### config.mk
export PLATFORM = sky130hd
export DESIGN_NAME = pipe_hazard_ctrl_flat
export DESIGN_NICKNAME = d
export VERILOG_FILES = /design/src/rtl/pipe_hazard_ctrl_pkg.sv /design/src/rtl/pipe_hazard_ctrl_if.sv /design/src/rtl/pipe_hazard_ctrl_hazard_detect.sv /design/src/rtl/pipe_hazard_ctrl.sv /design/src/flat_wrapper.sv
export SDC_FILE = /design/constraint.sdc
export NUM_CORES = 1
export LEC_CHECK = 0
export ABC_AREA = 1
export ABC_CLOCK_PERIOD_IN_PS = 2000
export BUFFER_PORTS_ARGS = -buffer_cell sky130_fd_sc_hd__buf_2
export CORE_ASPECT_RATIO = 0.9
export CORE_MARGIN = 2
export CORE_UTILIZATION = 30
export CTS_CLUSTER_SIZE = 25
export DETAILED_ROUTE_END_ITERATION = 10
export SYNTH_ARGS = -nofsm -noshare
export SYNTH_HDL_FRONTEND = slang
export SYNTH_SLANG_ARGS = --single-unit
### constraint.sdc
create_clock -name clk_i -period 2 [get_ports clk_i]
set_input_delay 0.4 -clock clk_i [delete_from_list [all_inputs] [get_ports clk_i]]
set_output_delay 0.4 -clock clk_i [all_outputs]
set_load 0.02 [all_outputs]
### src/rtl/pipe_hazard_ctrl_pkg.sv
// Shared types and constants for the pipeline hazard controller.
package pipe_ctrl_pkg;

  localparam int REG_AW = 5;
  localparam int REG_X0 = 0;

  typedef enum logic [1:0] {
    RUN      = 2'd0,
    MEM_WAIT = 2'd1,
    ERR      = 2'd2
  } state_e;

endpackage : pipe_ctrl_pkg

### src/rtl/pipe_hazard_ctrl_if.sv
// Pipeline-facing bundle: hazard inputs from ID/EX/MEM and the per-stage control strobes.
interface pipe_hazard_ctrl_if #(
  parameter int REG_AW = pipe_ctrl_pkg::REG_AW
);

  logic [REG_AW-1:0] ifid_rs1_i;
  logic [REG_AW-1:0] ifid_rs2_i;
  logic              ifid_uses_rs2_i;
  logic              idex_memread_i;
  logic [REG_AW-1:0] idex_rd_i;
  logic              ex_branch_taken_i;
  logic              mem_access_i;
  logic              dmem_ready_i;

  logic              pc_write_o;
  logic              ifid_write_o;
  logic              ifid_flush_o;
  logic              idex_flush_o;
  logic              front_hold_o;
  logic              memwb_bubble_o;
  logic              dmem_valid_o;

  // The pipeline datapath side.
  modport master (
    output ifid_rs1_i, ifid_rs2_i, ifid_uses_rs2_i, idex_memread_i, idex_rd_i,
           ex_branch_taken_i, mem_access_i, dmem_ready_i,
    input  pc_write_o, ifid_write_o, ifid_flush_o, idex_flush_o, front_hold_o,
           memwb_bubble_o, dmem_valid_o
  );

  // The hazard controller side.
  modport slave (
    input  ifid_rs1_i, ifid_rs2_i, ifid_uses_rs2_i, idex_memread_i, idex_rd_i,
           ex_branch_taken_i, mem_access_i, dmem_ready_i,
    output pc_write_o, ifid_write_o, ifid_flush_o, idex_flush_o, front_hold_o,
           memwb_bubble_o, dmem_valid_o
  );

endinterface : pipe_hazard_ctrl_if

### src/rtl/pipe_hazard_ctrl_hazard_detect.sv
// Load-use comparator: a load in EX whose destination feeds the instruction in ID.
module hazard_detect
  import pipe_ctrl_pkg::*;
#(
  parameter int REG_AW = pipe_ctrl_pkg::REG_AW
) (
  input  logic [REG_AW-1:0] rs1_i,
  input  logic [REG_AW-1:0] rs2_i,
  input  logic              uses_rs2_i,
  input  logic              memread_i,
  input  logic [REG_AW-1:0] rd_i,
  output logic              load_use_o
);

  logic rd_live;
  logic src_match;

  // x0 is hardwired to zero, so a load targeting it never creates a dependency.
  assign rd_live    = (rd_i != REG_AW'(REG_X0));
  assign src_match  = (rd_i == rs1_i) | (uses_rs2_i & (rd_i == rs2_i));
  assign load_use_o = memread_i & rd_live & src_match;

endmodule : hazard_detect

### src/rtl/pipe_hazard_ctrl.sv
// Stall/flush sequencer: Mealy control strobes, memory-wait timeout FSM, saturating stall counter.
module pipe_hazard_ctrl
  import pipe_ctrl_pkg::*;
#(
  parameter int REG_AW  = pipe_ctrl_pkg::REG_AW,
  parameter int TIMEOUT = 16,
  parameter int CNT_W   = 16
) (
  input  logic             clk_i,
  input  logic             rst_i,
  pipe_hazard_ctrl_if.slave ctrl,
  output logic             timeout_err_o,
  output logic [CNT_W-1:0] stall_cnt_o
);

  localparam int                WAIT_W    = $clog2(TIMEOUT) + 1;
  localparam logic [WAIT_W-1:0] WAIT_LAST = WAIT_W'(TIMEOUT - 1);
  localparam logic [CNT_W-1:0]  CNT_MAX   = '1;

  state_e            state_q, state_d;
  logic [WAIT_W-1:0] wait_cnt_q, wait_cnt_d;
  logic [CNT_W-1:0]  stall_cnt_q, stall_cnt_d;
  logic              timeout_err_q, timeout_err_d;

  logic load_use;
  logic active;
  logic memstall;
  logic pc_write, ifid_write, ifid_flush, idex_flush;
  logic front_hold, memwb_bubble, dmem_valid;

  hazard_detect #(
    .REG_AW (REG_AW)
  ) u_hazard_detect (
    .rs1_i      (ctrl.ifid_rs1_i),
    .rs2_i      (ctrl.ifid_rs2_i),
    .uses_rs2_i (ctrl.ifid_uses_rs2_i),
    .memread_i  (ctrl.idex_memread_i),
    .rd_i       (ctrl.idex_rd_i),
    .load_use_o (load_use)
  );

  assign active   = (state_q != ERR);
  assign memstall = active & ctrl.mem_access_i & ~ctrl.dmem_ready_i;

  // Strobes default to the frozen pattern shared by reset and ERR; reset gates them directly.
  always_comb begin
    pc_write     = 1'b0;
    ifid_write   = 1'b0;
    ifid_flush   = 1'b0;
    idex_flush   = 1'b0;
    front_hold   = 1'b1;
    memwb_bubble = 1'b1;
    dmem_valid   = 1'b0;
    if (rst_i && active) begin
      dmem_valid = ctrl.mem_access_i;
      if (!memstall) begin
        front_hold   = 1'b0;
        memwb_bubble = 1'b0;
        if (ctrl.ex_branch_taken_i) begin
          pc_write   = 1'b1;
          ifid_write = 1'b1;
          ifid_flush = 1'b1;
          idex_flush = 1'b1;
        end else if (load_use) begin
          idex_flush = 1'b1;
        end else begin
          pc_write   = 1'b1;
          ifid_write = 1'b1;
        end
      end
    end
  end

  always_comb begin
    state_d       = state_q;
    wait_cnt_d    = wait_cnt_q;
    stall_cnt_d   = stall_cnt_q;
    timeout_err_d = timeout_err_q;
    case (state_q)
      RUN: begin
        if (memstall) begin
          state_d    = MEM_WAIT;
          wait_cnt_d = WAIT_W'(1);
        end
      end
      MEM_WAIT: begin
        if (!memstall) begin
          state_d    = RUN;
          wait_cnt_d = '0;
        end else if (wait_cnt_q == WAIT_LAST) begin
          state_d       = ERR;
          timeout_err_d = 1'b1;
        end else begin
          wait_cnt_d = wait_cnt_q + WAIT_W'(1);
        end
      end
      ERR:     state_d = ERR;
      default: state_d = RUN;
    endcase
    if (active && !pc_write && (stall_cnt_q != CNT_MAX)) begin
      stall_cnt_d = stall_cnt_q + CNT_W'(1);
    end
  end

  always_ff @(posedge clk_i or negedge rst_i) begin
    if (!rst_i) begin
      state_q       <= RUN;
      wait_cnt_q    <= '0;
      stall_cnt_q   <= '0;
      timeout_err_q <= 1'b0;
    end else begin
      state_q       <= state_d;
      wait_cnt_q    <= wait_cnt_d;
      stall_cnt_q   <= stall_cnt_d;
      timeout_err_q <= timeout_err_d;
    end
  end

  assign ctrl.pc_write_o     = pc_write;
  assign ctrl.ifid_write_o   = ifid_write;
  assign ctrl.ifid_flush_o   = ifid_flush;
  assign ctrl.idex_flush_o   = idex_flush;
  assign ctrl.front_hold_o   = front_hold;
  assign ctrl.memwb_bubble_o = memwb_bubble;
  assign ctrl.dmem_valid_o   = dmem_valid;
  assign timeout_err_o       = timeout_err_q;
  assign stall_cnt_o         = stall_cnt_q;

endmodule : pipe_hazard_ctrl
### src/flat_wrapper.sv
// flat-port wrapper written by rule: the top's interface ports become plain ports
module pipe_hazard_ctrl_flat import pipe_ctrl_pkg::*;
#(
  parameter int REG_AW  = pipe_ctrl_pkg::REG_AW,
  parameter int TIMEOUT = 16,
  parameter int CNT_W   = 16
)
  (clk_i, rst_i, timeout_err_o, stall_cnt_o, ctrl_ifid_rs1_i, ctrl_ifid_rs2_i, ctrl_ifid_uses_rs2_i, ctrl_idex_memread_i, ctrl_idex_rd_i, ctrl_ex_branch_taken_i, ctrl_mem_access_i, ctrl_dmem_ready_i, ctrl_pc_write_o, ctrl_ifid_write_o, ctrl_ifid_flush_o, ctrl_idex_flush_o, ctrl_front_hold_o, ctrl_memwb_bubble_o, ctrl_dmem_valid_o);
  pipe_hazard_ctrl_if #(.REG_AW(REG_AW)) ctrl_i ();
  input  logic clk_i;
  input  logic rst_i;
  output logic timeout_err_o;
  output logic [CNT_W-1:0] stall_cnt_o;
  input wire logic [$bits(ctrl_i.ifid_rs1_i)-1:0] ctrl_ifid_rs1_i;
  input wire logic [$bits(ctrl_i.ifid_rs2_i)-1:0] ctrl_ifid_rs2_i;
  input wire logic [$bits(ctrl_i.ifid_uses_rs2_i)-1:0] ctrl_ifid_uses_rs2_i;
  input wire logic [$bits(ctrl_i.idex_memread_i)-1:0] ctrl_idex_memread_i;
  input wire logic [$bits(ctrl_i.idex_rd_i)-1:0] ctrl_idex_rd_i;
  input wire logic [$bits(ctrl_i.ex_branch_taken_i)-1:0] ctrl_ex_branch_taken_i;
  input wire logic [$bits(ctrl_i.mem_access_i)-1:0] ctrl_mem_access_i;
  input wire logic [$bits(ctrl_i.dmem_ready_i)-1:0] ctrl_dmem_ready_i;
  output wire logic [$bits(ctrl_i.pc_write_o)-1:0] ctrl_pc_write_o;
  output wire logic [$bits(ctrl_i.ifid_write_o)-1:0] ctrl_ifid_write_o;
  output wire logic [$bits(ctrl_i.ifid_flush_o)-1:0] ctrl_ifid_flush_o;
  output wire logic [$bits(ctrl_i.idex_flush_o)-1:0] ctrl_idex_flush_o;
  output wire logic [$bits(ctrl_i.front_hold_o)-1:0] ctrl_front_hold_o;
  output wire logic [$bits(ctrl_i.memwb_bubble_o)-1:0] ctrl_memwb_bubble_o;
  output wire logic [$bits(ctrl_i.dmem_valid_o)-1:0] ctrl_dmem_valid_o;
  assign ctrl_i.ifid_rs1_i = ctrl_ifid_rs1_i;
  assign ctrl_i.ifid_rs2_i = ctrl_ifid_rs2_i;
  assign ctrl_i.ifid_uses_rs2_i = ctrl_ifid_uses_rs2_i;
  assign ctrl_i.idex_memread_i = ctrl_idex_memread_i;
  assign ctrl_i.idex_rd_i = ctrl_idex_rd_i;
  assign ctrl_i.ex_branch_taken_i = ctrl_ex_branch_taken_i;
  assign ctrl_i.mem_access_i = ctrl_mem_access_i;
  assign ctrl_i.dmem_ready_i = ctrl_dmem_ready_i;
  assign ctrl_pc_write_o = ctrl_i.pc_write_o;
  assign ctrl_ifid_write_o = ctrl_i.ifid_write_o;
  assign ctrl_ifid_flush_o = ctrl_i.ifid_flush_o;
  assign ctrl_idex_flush_o = ctrl_i.idex_flush_o;
  assign ctrl_front_hold_o = ctrl_i.front_hold_o;
  assign ctrl_memwb_bubble_o = ctrl_i.memwb_bubble_o;
  assign ctrl_dmem_valid_o = ctrl_i.dmem_valid_o;
  pipe_hazard_ctrl #(.REG_AW(REG_AW), .TIMEOUT(TIMEOUT), .CNT_W(CNT_W)) u_core (.clk_i(clk_i), .rst_i(rst_i), .ctrl(ctrl_i), .timeout_err_o(timeout_err_o), .stall_cnt_o(stall_cnt_o));
endmodule
Word-level counts from Yosys, hierarchy flattened
Index checks and enable logic that the tools add are counted.
{"block": "word_totals", "regBits": 24, "inputBits": 22, "out_inout_bits": 24, "wordCells": 55}
{"block": "op_classes", "n_addsub": 2, "n_eq_ne": 10, "mux": 22, "bitwise": 7, "n_reduce_logical": 10}
{"cell": "adder 16 x 1 -> 16 bit, second input constant", "n": 1}
{"cell": "!= test 16 bit, second input constant", "n": 1}
{"cell": "2-to-1 mux 5 bit", "n": 3}
{"cell": "2-to-1 mux 1 bit", "n": 14}
{"cell": "equality test 5 bit", "n": 2}
{"cell": "case mux 5 bit (2 select lines)", "n": 1}
{"cell": "2-to-1 mux 2 bit", "n": 3}
{"cell": "!= test 3 bit, second input constant", "n": 2}
{"cell": "case mux 2 bit (3 select lines)", "n": 1}
{"cell": "AND reduction 3 bit", "n": 2}
{"cell": "adder 5 x 1 -> 5 bit, second input constant", "n": 1}
{"cell": "AND 1 bit", "n": 5}
{"cell": "equality test 5 x 4 -> 1 bit, second input constant", "n": 1}
{"cell": "nonzero test 5 bit", "n": 1}
{"cell": "logical AND 1 bit", "n": 3}
{"cell": "equality test 2 x 1 -> 1 bit, second input constant", "n": 1}
{"cell": "equality test 2 bit, second input constant", "n": 1}
{"cell": "zero test 2 bit", "n": 1}
{"cell": "!= test 2 x 1 -> 1 bit, second input constant", "n": 1}
{"cell": "!= test 2 bit, second input constant", "n": 1}
{"cell": "AND reduction 2 bit", "n": 1}
{"cell": "nonzero test 2 bit", "n": 1}
{"cell": "zero test 1 bit", "n": 1}
{"cell": "inverter 1 bit", "n": 1}
{"cell": "OR 1 bit", "n": 1}

Logic depth before layout (Yosys ltp)
{"block": "depth", "ltp_word": 11, "depth_mapped": 12, "ltp_nobuf": 11}

Modules after synthesis
From an unflattened synthesis, not the netlist that was laid out.
{"block": "hier_totals", "cells_unflattened": 269, "area_unflattened_um2": 1692.9}
{"mod": "pipe_hazard_ctrl", "n_inst": 1, "cells_each": 217, "area_per_inst_um2": 1486.4, "seq_area_each_um2": 600.6}
{"mod": "hazard_detect", "n_inst": 1, "cells_each": 52, "area_per_inst_um2": 206.4, "seq_area_each_um2": 0.0}

Least setup slack after synthesis
Ideal clock, no wire load.
{"block": "synth_timing", "path_kind": "register to output", "startpoint": "register u_core.state_q[0]", "endpoint": "output port ctrl_idex_flush_o", "t_arrival_ns": 1.583, "t_required_ns": 1.600, "setup_slack_ns": 0.017, "path_stages_with_launch": 8, "path_buffers": 0, "path_cell_list": "dfrtp_1 inv_2 nand2_1 nand2_1 nand2_1 nor2_1 inv_2 o21ai_0"}
{"block": "synth_between", "elab_chain_len": 5, "word_cells_on_any_way": 6, "cone_classes": "eq/ne: 1; mux: 2; bitwise: 2; reduce/logical: 1"}
{"element": "start, declared", "line": "pipe_hazard_ctrl.sv:20", "rtl": "state_e state_q, state_d;"}
{"element": "start signal, assigned", "line": "pipe_hazard_ctrl.sv:112", "rtl": "state_q <= state_d;"}
{"element": "!= test 2 bit (*)", "line": "pipe_hazard_ctrl.sv:42", "rtl": "assign active = (state_q != ERR);"}
{"element": "AND 1 bit (2 in series)", "line": "pipe_hazard_ctrl.sv:43", "rtl": "assign memstall = active & ctrl.mem_access_i & ~ctrl.dmem_ready_i;"}
{"element": "2-to-1 mux 1 bit", "line": "pipe_hazard_ctrl.sv:56", "rtl": "if (!memstall) begin"}
{"element": "2-to-1 mux 1 bit (*)", "line": "pipe_hazard_ctrl.sv:54", "rtl": "if (rst_i && active) begin"}
{"element": "end, declared", "line": "flat_wrapper.sv:25", "rtl": "output wire logic [$bits(ctrl_i.idex_flush_o)-1:0] ctrl_idex_flush_o;"}
Mark *: on every way between the ends. The rest lies on a longest branch, timed or not.

Worst setup path after layout
{"block": "layout_timing", "startpoint": "register u_core.state_q[1]", "endpoint": "output port ctrl_idex_flush_o"}
The elaborated chain is that of the path after synthesis.

==> results by group <==
Worst setup path
  • Slowest cell on crit path: dfrtp_1
  • Reg-to-reg startpoint: u_core.stall_cnt_o[0]$_DFFE_PN0P_
  • CP Capture Type: primary output
  • Required @ worst endpoint: 1.60 ns
  • Max Fanout on Critical Path: 5
  • Stages on worst setup path: 8
  • Largest delay share family, worst path: flip-flops
  • CP peak stage delay: 0.41 ns
  • CP Cell Sequence: nand2_2 -> nand2_1 -> inv_2 -> nand2_2 -> nor2_2 -> inv_2 -> o21ai_0 -> buf_2
  • CP bufs+invs: 3
  • Slack of the worst reg-to-reg path: 0.20 ns
  • RR Endpoint: u_core.stall_cnt_o[13]$_DFFE_PN0P_
  • Worst setup path start: u_core.state_q[1]$_DFFE_PN0P_
  • Worst Reg-to-Reg Cells: 9
  • CP Capture Point: ctrl_idex_flush_o
  • Critical path arrival: 1.53 ns
  • Worst setup path class: flip-flop to primary output
  • Crit path launch type: flip-flop

Power and ir drop
  • Sw power: 0.203 mW
  • Max VDD drop: 0.313 mV
  • Comb power frac: 7.2%
  • Power Internal: 0.782 mW
  • Power share of the clock group: 43.6%
  • Pwr dens: 457 nW/µm²
  • Leakage: 1.18 nW
  • Net Sw Frac: 20.6%
  • Sequential power share: 49.2%

Synth
  • Synth Area in Adders: 2.20%
  • Multiplexer share of the synthesized area: 0%
  • Synth Area in Simple Gates: 42.5%
  • Most area-consuming cells after synthesis: dfrtp_1 35%, nand2_1 20%, nand4_1 7.0%, inv_1 6.0%, nor2_1 5.1%
  • Synthesized area: 1700 µm²
  • Synth top area share: 35.3%
  • Largest family of logic cells by synthesized area: simple AND/OR/NAND/NOR gates
  • #FFs+latches synth: 24
  • Mean Syn Cell Area: 6.92 µm²
  • Synthesis Warnings: 0
  • Xor/xnor cell area share of the yosys netlist: 7.20%
  • Synth area leader: dfrtp_1
  • Seq/Total Area, Yosys: 35.3%
  • Synthesized netlist net count: 271
  • Complex-gate fraction of the synthesized area: 2.50%
  • Netlist cell types: 29
  • Mapped Cells: 246

Drt
  • Vias: 1659
  • DRC viols: 0
  • Vias per Instance: 4.51
  • Final wirelength: 4190 µm
  • Initial detailed-routing violation count: 80
  • Avg WL per Cell: 11.4 µm
  • Pre-Repair DR Iteration Count: 4
  • Final ANT Viol Nets: 0

Cells and area
  • Nets@finish: 324
  • Area grow syn2layout: 26.5%
  • Share of layout cells above drive strength 1: 26.2%
  • Non-Filler Instances: 368
  • # diodes: 0
  • Final instance area: 2150 µm²

Die
  • Starting density of the core: 30.6%
  • DIE WIDTH: 83.4 µm
  • Core footprint: 5560 µm²
  • Die Y: 75.5 µm
  • Boundary pin count: 46
  • Std cell rows: 26
  • Die ar.: 6300 µm²

Timing
  • Final min period: 1.93 ns
  • Slew @ Worst Pin: 0.326 ns
  • Final number of setup-violating endpoints: 0
  • Hold Vio Cnt, Final: 0
  • Max Freq: 518 MHz
  • Max-slew violation count: 0
  • Final Skew: 0.00392 ns
  • Max-slew headroom: 78.3%
  • Fin crit share: 96.5%

GRT
  • Gr usage total: 13.5%
  • First-pass GRT wire length: 6990 µm
  • Largest net degree at the start of global routing: 25
  • Total global routing overflow: 0
  • Initial antenna violation count: 0
  • Vias in the first global route: 1515

Clock tree
  • Total CTS buffers: 3
  • CTS Hold Buffers Added: 0
  • Clk slew on worst S/H paths: 0.09 ns
  • H-tree depth: 1
  • CTS tree: yes
  • Clock sink count: 24
  • Clk Latency, worst-skew pair: 0.27 ns
  • Clock Tree Root: clkbuf_8
  • CTS max path bufs: 2

Status
  • Outcome: finished, final reports clean

Placement
  • IO Port Bufs: 45
  • Gpl congestion: 0.799
  • Placed cell area: 2020 µm²
  • Hpwl dp: 3040 µm
  • Placed cell count: 360

Run
  • Maxcap violations: 0

Min path
  • HP Class: input port to async pin
==> worst min-delay path by stage <==
stage / startpoint / end
after CTS: rst_i / u_core.state_q[0]$_DFFE_PN0P_
after floorplan: rst_i / u_core.stall_cnt_o[0]$_DFFE_PN0P_
after global placement: rst_i / u_core.state_q[0]$_DFFE_PN0P_
final: rst_i / u_core.state_q[0]$_DFFE_PN0P_
after global routing: rst_i / u_core.state_q[0]$_DFFE_PN0P_
after detailed placement: rst_i / u_core.state_q[0]$_DFFE_PN0P_
==> per-stage QoR <==
step	total power [mW]	utilization [%]	hold slack, ns	worst slack, ns	TNS, ns
3_3_place_gp	0.565	36.3	0.425	0.131	0
3_5_place_dp	0.566	36.3	0.426	0.106	0
4_1_cts	1.00	37.6	0.126	0.00493	0
6_report	0.985	38.7	0.119	0.0701	0
5_1_grt	1.03	38.7	0.148	-0.0113	-0.0113
2_1_floorplan	0.524	-	0.104	0.0169	0
==> kinds of logic after synthesis <==
kind of cell	count (synthesis)
adders and majority gates	3
DFF	24
xor gates and xnor gates	14
buffers and inverters	42
AOI/OAI and AO/OA	8
and+or+nand+nor	155
==> synthesized netlist by cell type, drive strengths merged <==
library cell and number:
a211oi 1, a21oi 1, buf 5, clkbuf 2, clkinv 1, dfrtp 24
ha 3, inv 34, nand2 91, nand3 12, nand3b 1, nand4 20
nor2 24, nor3 5, nor3b 1, o21ai 6, or2 1, xnor2 8
xor2 6
==> power by group through the flow <==
stage	Sequential, mW	Clock [mW]	Combinational, mW
4_1_cts	0.485	0.443	0.0723
5_1_grt	0.485	0.461	0.0837
3_3_place_gp	0.494	0	0.0706
2_1_floorplan	0.495	0	0.0298
6_report	0.485	0.429	0.0711
3_5_place_dp	0.494	0	0.0717
==> what timing repair did <==
item                       4_1_cts  5_1_grt
setup endpoints to repair        1       16
gates cloned                     0        1
pin swaps                        0        1
setup buffers                    0        3
resized for setup                1        4
==> routing by layer <==
layer | vias to the layer above | GRT usage [%] | wire length, µm
met2 | 29 | 22.3 | 1820
met1 | 746 | 19.1 | 2150
met3 | 2 | 2.71 | 199
met4 | 0 | 2.15 | 22
li1 | 882 | - | -
met5 | - | 0 | 0
==> flip-flops by register name (all words and copies together), names as in the netlist <==
register / count
u_core.state_q: 2
u_core.timeout_err_o: 1
u_core.wait_cnt_q: 5
u_core.stall_cnt_o: 16
==> placed cells by master, fill, tap and decap left out, types with 6 or more instances in the layout <==
cell type  instances
nand3_1            9
nand4_1           19
nor2_1            22
xnor2_1            8
dfrtp_1           24
inv_1             27
xor2_1             6
inv_2              7
buf_4              8
buf_2             45
nand2_1           86
==> final cells by class <==
class | instances | area (µm²)
clock buffer | 3 | 41.3
fill | 591 | 3410
timing repair buffer | 54 | 305
sequential | 24 | 601
multi-input combinational | 181 | 958
tap | 70 | 87.6
inverter | 35 | 131
clock inverter | 1 | 30.0
(Power assumes the default switching activity.)
